<file path="src/rtl/uart_port_bridge_pkg.sv">
// Shared constants, command layout and FSM encoding for the UART port bridge.
package uart_port_bridge_pkg;

  localparam int unsigned BYTE_W = 8;
  localparam int unsigned ADDR_W = 4;
  localparam int unsigned DATA_W = 32;
  localparam int unsigned OPC_W  = 4;

  // 10 ms at 100 MHz
  localparam int unsigned TIMEOUT_CYCLES_DEFAULT = 1000000;

  localparam logic [OPC_W-1:0] CMD_WRITE = 4'b0010;
  localparam logic [OPC_W-1:0] CMD_READ  = 4'b0011;

  // Command byte as received on the UART
  typedef struct packed {
    logic [OPC_W-1:0]  opcode;
    logic [ADDR_W-1:0] port;
  } cmd_t;

  // Eight states in three bits: every encoding is a legal state
  typedef enum logic [2:0] {
    ST_IDLE     = 3'd0,
    ST_WDATA    = 3'd1,
    ST_WSTROBE  = 3'd2,
    ST_RLATCH   = 3'd3,
    ST_RLOAD    = 3'd4,
    ST_RSEND    = 3'd5,
    ST_RWAIT_LO = 3'd6,
    ST_RWAIT_HI = 3'd7
  } state_e;

endpackage

</file>
<file path="src/rtl/uart_port_bridge_frame_timer.sv">
// Inter-byte timeout counter: counts enabled cycles since the last clear and
// flags expiry once TIMEOUT_CYCLES have elapsed.
module frame_timer
  import uart_port_bridge_pkg::*;
#(
  parameter int unsigned TIMEOUT_CYCLES = TIMEOUT_CYCLES_DEFAULT
) (
  input  logic clock,
  input  logic reset_n,
  input  logic clear,
  input  logic enable,
  output logic expired
);

  localparam int unsigned CNT_W = $clog2(TIMEOUT_CYCLES + 1);

  logic [CNT_W-1:0] r_count;

  // Count up while enabled; saturate and hold the expired flag once reached
  always_ff @(posedge clock or negedge reset_n) begin
    if (!reset_n) begin
      r_count <= '0;
      expired <= 1'b0;
    end else if (clear) begin
      r_count <= '0;
      expired <= 1'b0;
    end else if (enable && !expired) begin
      r_count <= r_count + CNT_W'(1);
      expired <= (r_count == CNT_W'(TIMEOUT_CYCLES - 1));
    end
  end

endmodule

</file>
<file path="src/rtl/uart_port_bridge.sv">
// Byte-serial command bridge: UART WRITE/READ frames to a 16-port register bus.
module uart_port_bridge
  import uart_port_bridge_pkg::*;
#(
  parameter int unsigned TIMEOUT_CYCLES = TIMEOUT_CYCLES_DEFAULT
) (
  input  logic              clock,
  input  logic              reset_n,
  input  logic              rxready,
  input  logic [BYTE_W-1:0] rxdata,
  input  logic              txready,
  output logic              txen,
  output logic [BYTE_W-1:0] txdata,
  output logic [ADDR_W-1:0] port_addr,
  output logic [DATA_W-1:0] port_wdata,
  output logic              port_we,
  output logic              port_re,
  input  logic [DATA_W-1:0] port_rdata,
  output logic              cmd_err
);

  state_e            r_state;
  logic [DATA_W-1:0] r_shift;
  logic [1:0]        r_byte_cnt;

  cmd_t w_cmd;
  logic w_timer_clear;
  logic w_timer_en;
  logic w_expired;

  assign w_cmd         = cmd_t'(rxdata);
  assign w_timer_en    = (r_state == ST_WDATA);
  assign w_timer_clear = rxready || (r_state != ST_WDATA);

  frame_timer #(
    .TIMEOUT_CYCLES(TIMEOUT_CYCLES)
  ) u_frame_timer (
    .clock   (clock),
    .reset_n (reset_n),
    .clear   (w_timer_clear),
    .enable  (w_timer_en),
    .expired (w_expired)
  );

  // Frame decoder, write assembly and read-response sequencer
  always_ff @(posedge clock or negedge reset_n) begin
    if (!reset_n) begin
      r_state    <= ST_IDLE;
      r_shift    <= '0;
      r_byte_cnt <= '0;
      txen       <= 1'b0;
      txdata     <= '0;
      port_addr  <= '0;
      port_wdata <= '0;
      port_we    <= 1'b0;
      port_re    <= 1'b0;
      cmd_err    <= 1'b0;
    end else begin
      txen    <= 1'b0;
      port_we <= 1'b0;
      port_re <= 1'b0;
      cmd_err <= 1'b0;

      case (r_state)
        ST_IDLE: begin
          if (rxready) begin
            if (w_cmd.opcode == CMD_WRITE) begin
              port_addr  <= w_cmd.port;
              r_byte_cnt <= '0;
              r_state    <= ST_WDATA;
            end else if (w_cmd.opcode == CMD_READ) begin
              port_addr  <= w_cmd.port;
              r_byte_cnt <= '0;
              port_re    <= 1'b1;
              r_state    <= ST_RLATCH;
            end else begin
              cmd_err <= 1'b1;
            end
          end
        end

        ST_WDATA: begin
          if (rxready) begin
            port_wdata <= {port_wdata[DATA_W-BYTE_W-1:0], rxdata};
            r_byte_cnt <= r_byte_cnt + 2'd1;
            if (r_byte_cnt == 2'd3) begin
              port_we <= 1'b1;
              r_state <= ST_WSTROBE;
            end
          end else if (w_expired) begin
            cmd_err <= 1'b1;
            r_state <= ST_IDLE;
          end
        end

        // port_we is high this cycle; any coincident byte is dropped
        ST_WSTROBE: r_state <= ST_IDLE;

        // First cycle: port_re is high; second cycle: port_rdata is valid
        ST_RLATCH: begin
          if (!port_re) begin
            r_shift <= port_rdata;
            r_state <= ST_RLOAD;
          end
        end

        ST_RLOAD: begin
          if (txready) begin
            txdata  <= r_shift[DATA_W-1 -: BYTE_W];
            r_shift <= {r_shift[DATA_W-BYTE_W-1:0], BYTE_W'(0)};
            txen    <= 1'b1;
            r_state <= ST_RSEND;
          end
        end

        // txen is high this cycle
        ST_RSEND: r_state <= ST_RWAIT_LO;

        ST_RWAIT_LO: begin
          if (!txready) r_state <= ST_RWAIT_HI;
        end

        ST_RWAIT_HI: begin
          if (txready) begin
            r_byte_cnt <= r_byte_cnt + 2'd1;
            r_state    <= (r_byte_cnt == 2'd3) ? ST_IDLE : ST_RLOAD;
          end
        end

        default: r_state <= ST_IDLE;
      endcase
    end
  end

endmodule

</file>
<file path="config.mk">
export PLATFORM = sky130hd
export DESIGN_NAME = uart_port_bridge
export DESIGN_NICKNAME = d
export VERILOG_FILES = /design/src/rtl/uart_port_bridge_pkg.sv /design/src/rtl/uart_port_bridge_frame_timer.sv /design/src/rtl/uart_port_bridge.sv
export SDC_FILE = /design/constraint.sdc
export NUM_CORES = 1
export LEC_CHECK = 0
export CAP_MARGIN = 20
export CORE_MARGIN = 2
export CORE_UTILIZATION = 40
export DETAILED_ROUTE_END_ITERATION = 16
export DONT_BUFFER_PORTS = 1
export SLEW_MARGIN = 20
export SYNTH_ARGS = -nofsm -noshare
export SYNTH_HDL_FRONTEND = slang
export SYNTH_SLANG_ARGS = --single-unit
export TNS_END_PERCENT = 50
</file>
<file path="constraint.sdc">
create_clock -name clock -period 4.1 [get_ports clock]
set_clock_uncertainty 0.2 [all_clocks]
set_input_delay 0.41 -clock clock [delete_from_list [all_inputs] [get_ports clock]]
set_output_delay 0.41 -clock clock [all_outputs]
set_load 0.01 [all_outputs]
</file>
Yosys cells after proc, flatten, opt, wreduce, memory -nomap -nowiden

Cells that the tools add are included.

Bits in registers: 106
Bits in latches: 0
Memory bits (writable): 0
ROM bits: 0
Bits of input ports: 44
Output and inout port bits: 48
Logic and storage cells: 91
Memories kept: 0

Add/subtract/negate cells: 2
$mul: 0
Div/mod/pow operators: 0
$lt $le $gt $ge: 0
Eq/ne operators: 21
Shifts and indexed selects: 0
Multiplexer cells: 42
Bitwise operators: 0
Reductions and logical operators: 14

Operators by type and width:

| operator                | count |
|---|---|
| $mux W32                | 2 |
| $pmux W32 S2            | 1 |
| $mux W20                | 2 |
| $mux W3                 | 11 |
| $pmux W3 S8             | 1 |
| $add A20 B1 Y20 const B | 1 |
| $eq A20 B20 Y1 const B  | 1 |
| $mux W1                 | 16 |
| $eq A3 B3 Y1 const B    | 4 |
| $ne A2 B2 Y1 const B    | 6 |
| $mux W2                 | 5 |
| $ne A3 B3 Y1 const B    | 3 |
| $eq A4 B2 Y1 const B    | 2 |
| $mux W4                 | 2 |
| $reduce_and A8 Y1       | 1 |
| $eq A3 B2 Y1 const B    | 2 |
| $pmux W2 S3             | 1 |
| $reduce_and A3 Y1       | 2 |
| $reduce_bool A2 Y1      | 3 |
| $reduce_and A5 Y1       | 1 |
| $reduce_and A2 Y1       | 2 |
| $eq A3 B1 Y1 const B    | 1 |
| $logic_not A3 Y1        | 1 |
| $ne A3 B1 Y1 const B    | 1 |
| other kinds (7)         | 7 |

Longest topological paths before layout

Gate-level depths: netlist of the first run.

Word-level depth: 5
Gate-level depth with buffers: 9
Depth with buffers taken out: 6

Modules after synthesis

A second synthesis of the first run with hierarchy kept.

Cell total of the unflattened synthesis: 394
Area, all modules: 4858.4 um^2

By module, submodules not included:

| module           | times used | cells an instance | area each (um^2) |
|---|---|---|---|
| uart_port_bridge | 1          | 279               | 3767.4 |
| frame_timer      | 1          | 115               | 1091.0 |

Worst setup path before layout of the first run

Ideal clock, no wire load.

Path kind: register to register
Start: register u_frame_timer.expired
End: register u_frame_timer.r_count[19]
Arrival: 1.909 ns
Path slack: 1.913 ns
Cell stages (with the launch flop): 7
Buffers on the path: 2
Clock period less this slack: 2.187 ns
Path through: dfrtp_1 buf_6 and3b_1 or4b_1 buf_2 or4_1 a21oi_1

Longest elaborated chain between the ends: 3

RTL lines:

| what                                | line                               | source |
|---|---|---|
| start: declaration                  | uart_port_bridge_frame_timer.sv:12 | `output logic expired` |
| start signal: assignment            | uart_port_bridge_frame_timer.sv:29 | `expired <= (r_count == CNT_W'(TIMEOUT_CYCLES - 1));` |
| $logic_not A1 Y1                    | uart_port_bridge_frame_timer.sv:27 | `end else if (enable && !expired) begin` |
| $logic_and A1 B1 Y1                 | uart_port_bridge_frame_timer.sv:27 |  |
| $reduce_bool A2 Y1 (no source line) | --                                 |  |
| end signal: assignment              | uart_port_bridge_frame_timer.sv:28 | `r_count <= r_count + CNT_W'(1);` |
| end: declaration                    | uart_port_bridge_frame_timer.sv:17 | `logic [CNT_W-1:0] r_count;` |

No other way between the ends.
A chain may end at the register's enable or synchronous reset.

Worst setup path after layout of the first run

Start: register r_state[2]
End: register port_wdata[21]

Longest elaborated chain between the ends: 2

RTL lines:

| what                               | line                    | source |
|---|---|---|
| start: declaration                 | uart_port_bridge.sv:22  | `state_e r_state;` |
| start signal: assignment           | uart_port_bridge.sv:126 | `r_state <= (r_byte_cnt == 2'd3) ? ST_IDLE : ST_RLOAD;` |
| $eq A3 B1 Y1                       | uart_port_bridge.sv:64  | `case (r_state)` |
| $reduce_and A2 Y1 (no source line) | --                      |  |
| end signal: assignment             | uart_port_bridge.sv:84  | `port_wdata <= {port_wdata[DATA_W-BYTE_W-1:0], rxdata};` |
| end: declaration                   | uart_port_bridge.sv:15  | `output logic [DATA_W-1:0] port_wdata,` |

No other way between the ends.

==> flow_summary_export.csv, run 1 <==
group,metric,value,unit
run,maxCapViolations,0,
setup_path,cp_max_fo,17,
finish,layout.nets,481,
yosys,ys_seq_area_frac,0.568,
cts,h-tree-depth,3,
timing,drv_slew,0,
finish,final_cell_mix,"dfrtp_1 (106), nand2_1 (74), o21ai_0 (40)",
timing,worst_slew_margin_rel,0.509,
global_route,grt_usage,0.153,
placement,gp_congestion,0.750,
floorplanning,dieArea,0.0126,mm²
placement,numPortBuffers,0,
yosys,yosysWarnings,0,
timing,holdWs,0.00516,ns
timing,fin_crit,2.76,ns
timing,finalWorstSetupSlack,1.34,ns
power,powerDensity,676,mW/mm²
setup_path,cp_data_arrival_time,2.80,ns
placement,placed_area,0.00478,mm²
setup_path,reg2reg_setup_slack,1.34,ns
cts,cts_resized,0,
detailed_routing,remaining_drc_errors,0,
cts,numClockSinks,106,
detailed_routing,wire_per_inst,15.8,µm
detailed_routing,ant_nets,0,
finish,final_area,0.00533,mm²
detailed_routing,routed_wl,9190,µm
yosys,synth_cell_types,48,
setup_path,cp-end-kind,"flop",
global_route,grt_pass1_wl,15400,µm
outcome,status,"finished, final reports clean",
finish,drive_gt1_frac,0.143,
cts,cts_made_buffers,9,
timing,tightest_slew,0.735,ns
floorplanning,io_pins,92,
yosys,synth_edf_count,0,
cts,cts_setup_buffers,0,
setup_path,worstPathRequired,4.14,ns
timing,period_share,0.674,
yosys,synthFlopType,"dfrtp_1",
yosys,synthCells,426,
power,ir_drop,0.321,mV
min_path,min_to,"r_shift[4]$_DFFE_PN0P_",
floorplanning,start_util,0.409,
timing,fin_setup_tns,0,ns
cts,cts_root_buf,"clkbuf_16",
setup_path,r2r_cells,4,
yosys,syn_area,0.00467,mm²
setup_path,rr_endpoint,"port_wdata[21]$_DFFE_PN0P_",
global_route,grt_pass1_vias,3116,
setup_path,cpPeakStageDelay,0.68,ns
global_route,use_met3,0.0540,
min_path,min_from,"port_rdata[4]",
timing,fmax,0.362,GHz
detailed_routing,drt-vias-per-instance,5.22,
yosys,ys_ff_latch,106,
setup_path,cp_cell_sequence,"nor3b_1 > and2_1 > buf_4 > mux2_2",
timing,rsz0062_at_grt,"false",
timing,setup_violations,0,
yosys,async_flop_share,1.00,
global_route,gr-usage-met2,0.244,
cts,clockBufferDepth,2,
setup_path,crit_slowest_cell,"and2_1",
floorplanning,num_rows,39,
detailed_routing,first_iter_violations,153,
global_route,busiest_layer,"met2",
detailed_routing,vias,3042,
global_route,grt_start_max_net_pins,107,
cts,cts.reportedPaths.clkPinSlew,0.07,ns
placement,preCtsSetupSlack,1.38,ns
cts,cts_tree,"yes",
yosys,syn_nets,472,
yosys,synth_area_per_cell,11.0,µm²
detailed_routing,drt_first_pass_iters,6,
global_route,global_route.usage.met1,0.192,
placement,hpwl,6230,µm
setup_path,worstSetupPathType,"reg -> reg",
setup_path,cp-start-kind,"flop",
power,p_leak,0.00230,µW
finish,antenna_cells,0,
finish,layout_commonest_cell,"dfrtp_1",
cts,insertion_delay,0.35,ns
min_path,hold_class,"in -> reg",
floorplanning,die_h,112,µm
min_path,hold_depth,2,
floorplanning,core,0.0114,mm²
global_route,grt.overflow.total,0,
timing,hold_viol,0,
finish,fin_util,0.467,
global_route,antenna_found_initial,0,
floorplanning,die_w,112,µm
setup_path,r2r_start,"r_state[2]$_DFFE_PN0P_",
finish,area_growth,14.2,%
synthesized netlist by cell type (2+ instances only):
master      n  area [µm²]
a21boi_0    2        15.0
mux2i_1    26         260
a21o_1      2        15.0
o31ai_1     2        15.0
dfrtp_1   106        2650
a21oi_1     7        35.0
nand2_1    74         278
nand4b_1    2        17.5
and2_1      3        18.8
nor3b_1     2        15.0
xnor2_1     5        43.8
mux2_1      2        22.5
nor2_1     25        93.8
ha_1        2        25.0
nor4_1      3        18.8
or3_1       4        25.0
buf_2       8        40.0
nand4_1     9        56.3
o21ai_0    40         200
inv_1       4        15.0
clkbuf_1   16        60.1
a31oi_1     2        12.5
or4_1       2        15.0
nor2b_1     2        12.5
and4_1      2        17.5
nand3_1    11        55.1
xor2_1      8        70.1
mux2_2     35         394
per-stage QoR:
stage               power (µW)  std cells
finish                    3600        583
global route              3840        583
CTS                       3650        582
detailed placement        2610        549
global placement          2560        549
floorplan                 2410        426
metal layers:
metal	wire length [µm]	up-vias
met5	0	-
met4	180	0
met3	531	13
met2	4340	55
met1	4130	1471
li1	-	1503
timing repair:
action	CTS	global route
setup endpoints to repair	0	0
hold buffers	17	1
endpoints found under the hold margin	124	1
worst max path at each step:
stage,from,to,cells past startpoint
2_1_floorplan,u_frame_timer.expired$_DFFE_PN0P_,u_frame_timer.r_count[19]$_DFFE_PN0P_,6
3_3_place_gp,r_state[0]$_DFFE_PN0P_,r_shift[27]$_DFFE_PN0P_,7
3_5_place_dp,r_state[0]$_DFFE_PN0P_,r_shift[30]$_DFFE_PN0P_,7
4_1_cts,r_state[0]$_DFFE_PN0P_,r_shift[30]$_DFFE_PN0P_,7
5_1_grt,r_state[0]$_DFFE_PN0P_,r_shift[30]$_DFFE_PN0P_,7
6_report,r_state[2]$_DFFE_PN0P_,port_wdata[21]$_DFFE_PN0P_,4
cells by family (layout without fill, tap and decap cells):
| group | after synthesis | after routing | share of synthesized area |
|---|---|---|---|
| fa+ha+maj | 2 | 2 | 0.00536 |
| compound gates | 60 | 60 | 0.0721 |
| xor+xnor | 13 | 13 | 0.0244 |
| flops | 106 | 106 | 0.568 |
| simple gates | 152 | 152 | 0.157 |
| mux | 63 | 63 | 0.145 |
| buf+inv | 30 | 44 | 0.0279 |
final cells by class:
type	count	area, µm²
sequential	106	2650
fill	1092	6090
inverter	5	18.8
tap	143	179
clock buffer	9	225
multi-input combinational	290	1890
timing repair buffer	23	235
clock inverter	7	124
flip-flops by register name, summed over array words and instances, names as in the netlist:
register / count
port_we: 1
port_addr: 4
cmd_err: 1
r_shift: 32
r_byte_cnt: 2
port_wdata: 32
r_state: 3
u_frame_timer.r_count: 20
u_frame_timer.expired: 1
txdata: 8
txen: 1
port_re: 1
where the power goes:
group	internal, µW	switching [µW]	total [µW]
registers	1420	398	1820
clock network	602	390	992
logic	400	392	792
critical path, delay by kind of cell, from the launching register on:
| family | cells | cell delay, ns |
|---|---|---|
| buffers and inverters | 1 | 0.36 |
| flip-flops | 1 | 0.54 |
| AND/OR/NAND/NOR | 2 | 1.18 |
| multiplexers | 1 | 0.36 |
No activity file was read; power rests on OpenSTA's default activity.
==> inputs of run 2 (changes only) <==
Clock period 4.1 ns to 2.5 ns, I/O delays scaled along.
==> flow_summary_export.csv, run 2 (same netlist as run 1, synthesis figures left out) <==
group,metric,value,unit
detailed_routing,drt-vias-per-instance,5.23,
finish,final_cell_mix,"dfrtp_1 (106), nand2_1 (74), dlygate4sd3_1 (42)",
placement,place_inst,553,
setup_path,worstPathRequired,2.56,ns
timing,setup_violations,0,
detailed_routing,remaining_drc_errors,0,
setup_path,cp_cell_sequence,"nand4_2 > or4b_1 > or4_1 > a21oi_1",
setup_path,r2r_start,"u_frame_timer.r_count[2]$_DFFE_PN0P_",
global_route,grt_usage,0.156,
cts,h-tree-depth,3,
floorplanning,start_util,0.409,
finish,largestRegisters,"port_wdata: 32 flops, r_shift: 32 flops, u_frame_timer.r_count: 20 flops",
timing,drv_slew,0,
placement,numPortBuffers,0,
global_route,grt_start_max_net_pins,107,
floorplanning,num_rows,39,
setup_path,crit_slowest_cell,"or4b_1",
cts,cts_tree,"yes",
detailed_routing,first_iter_violations,140,
placement,hpwl,6110,µm
cts,cts_root_buf,"clkbuf_16",
setup_path,r2r_cells,4,
detailed_routing,wire_per_inst,15.0,µm
setup_path,cpPeakStageDelay,0.60,ns
global_route,grt.overflow.total,0,
finish,area_growth,19.8,%
placement,gp_congestion,0.778,
setup_path,cp-start-kind,"flop",
cts,cts_resized,0,
timing,hold_viol,106,
timing,tightest_slew,0.698,ns
run,maxCapViolations,0,
power,powerDensity,1050,mW/mm²
floorplanning,dieArea,0.0126,mm²
detailed_routing,drt_first_pass_iters,4,
finish,layout.nets,509,
global_route,grt_pass1_vias,3273,
setup_path,rr_endpoint,"u_frame_timer.r_count[19]$_DFFE_PN0P_",
detailed_routing,ant_nets,0,
floorplanning,die_w,112,µm
cts,numClockSinks,106,
floorplanning,core,0.0114,mm²
timing,fin_setup_tns,0,ns
cts,clockBufferDepth,2,
power,p_leak,0.00241,µW
detailed_routing,routed_wl,9160,µm
timing,finalWorstSetupSlack,0.329,ns
setup_path,worstSetupPathType,"reg -> reg",
cts,ctsHoldBuffers,42,
floorplanning,io_pins,92,
finish,antenna_cells,0,
min_path,hold_class,"in -> async",
timing,rsz0062_at_grt,"false",
timing,period_share,0.868,
setup_path,cp-end-kind,"flop",
finish,drive_gt1_frac,0.141,
finish,instances_no_fill,611,
timing,fin_crit,2.17,ns
global_route,antenna_found_initial,0,
cts,cts_made_buffers,9,
detailed_routing,vias,3198,
outcome,violations,"negative hold slack",
timing,fmax,0.461,GHz
power,power,5900,µW
cts,insertion_delay,0.35,ns
outcome,status,"finished with violations",
power,ir_drop,0.627,mV
global_route,grt_pass1_wl,15900,µm
setup_path,reg2reg_setup_slack,0.33,ns
cts,cts.reportedPaths.clkPinSlew,0.07,ns
floorplanning,die_h,112,µm
setup_path,cp_data_arrival_time,2.23,ns
timing,holdWs,-0.609,ns
timing,worst_slew_margin_rel,0.534,
placement,preCtsSetupSlack,0.341,ns
finish,layout_commonest_cell,"dfrtp_1",
setup_path,cp_max_fo,6,
run 2: cell types whose count changed in the layout (fill, tap and decap cells not counted), sizes merged:
| cell | change |
|---|---|
| dlygate4sd3 | +25 |
| buf | +3 |
run 2: area by class of cell:
cell class	instances	area [µm²]
Clock buffer	9	225
Clock inverter	7	124
Fill cell	1079	5820
Inverter	5	18.8
Multi-Input combinational cell	290	1890
Sequential cell	106	2650
Tap cell	143	179
Timing Repair Buffer	51	500
run 2: what timing repair did:
action | in CTS | in global routing
buffers inserted | 0 | 0
setup endpoints to repair | 0 | 0
hold endpoints to repair | 155 | 106
run 2: critical path: cells and delay by family, from the launching register on:
family	cells	cell delay [ns]
and+or+nand+nor	3	1.28
DFF	1	0.45
AOI/OAI and AO/OA	1	0.16
run 2: metrics by stage:
stage           util  instance area, µm²
2_1_floorplan      -                4670
6_report       0.490                5590
3_5_place_dp   0.423                4820
3_3_place_gp   0.423                4820
4_1_cts        0.490                5590
5_1_grt        0.490                5590
run 2: metal layers:
layer / share of wire / wire length, µm / vias up / global-route usage
met3: 0.054 / 498 / 13 / 0.0481
met1: 0.46 / 4210 / 1570 / 0.204
met5: 0 / 0 / - / 0
li1: - / - / 1550 / -
met4: 0.018 / 167 / 0 / 0.0675
met2: 0.47 / 4290 / 65 / 0.242
run 2: worst max path at each step:
| stage | start | to | slack (ns) | depth (start not counted) |
|---|---|---|---|---|
| after floorplan | u_frame_timer.expired$_DFFE_PN0P_ | u_frame_timer.r_count[19]$_DFFE_PN0P_ | 0.31 | 6 |
| after global placement | u_frame_timer.r_count[2]$_DFFE_PN0P_ | u_frame_timer.r_count[19]$_DFFE_PN0P_ | 0.40 | 4 |
| after detailed placement | u_frame_timer.r_count[2]$_DFFE_PN0P_ | u_frame_timer.r_count[15]$_DFFE_PN0P_ | 0.34 | 5 |
| after CTS | u_frame_timer.r_count[2]$_DFFE_PN0P_ | u_frame_timer.r_count[15]$_DFFE_PN0P_ | 0.34 | 5 |
| after global routing | r_state[0]$_DFFE_PN0P_ | u_frame_timer.r_count[19]$_DFFE_PN0P_ | 0.16 | 4 |
| final | u_frame_timer.r_count[2]$_DFFE_PN0P_ | u_frame_timer.r_count[19]$_DFFE_PN0P_ | 0.33 | 4 |
run 2: where the power goes:
part	internal (µW)	switching (µW)	leakage (µW)
clock	987	624	0.000167
combinational	690	613	0.000878
sequential	2330	654	0.00137
total	4000	1890	0.00241
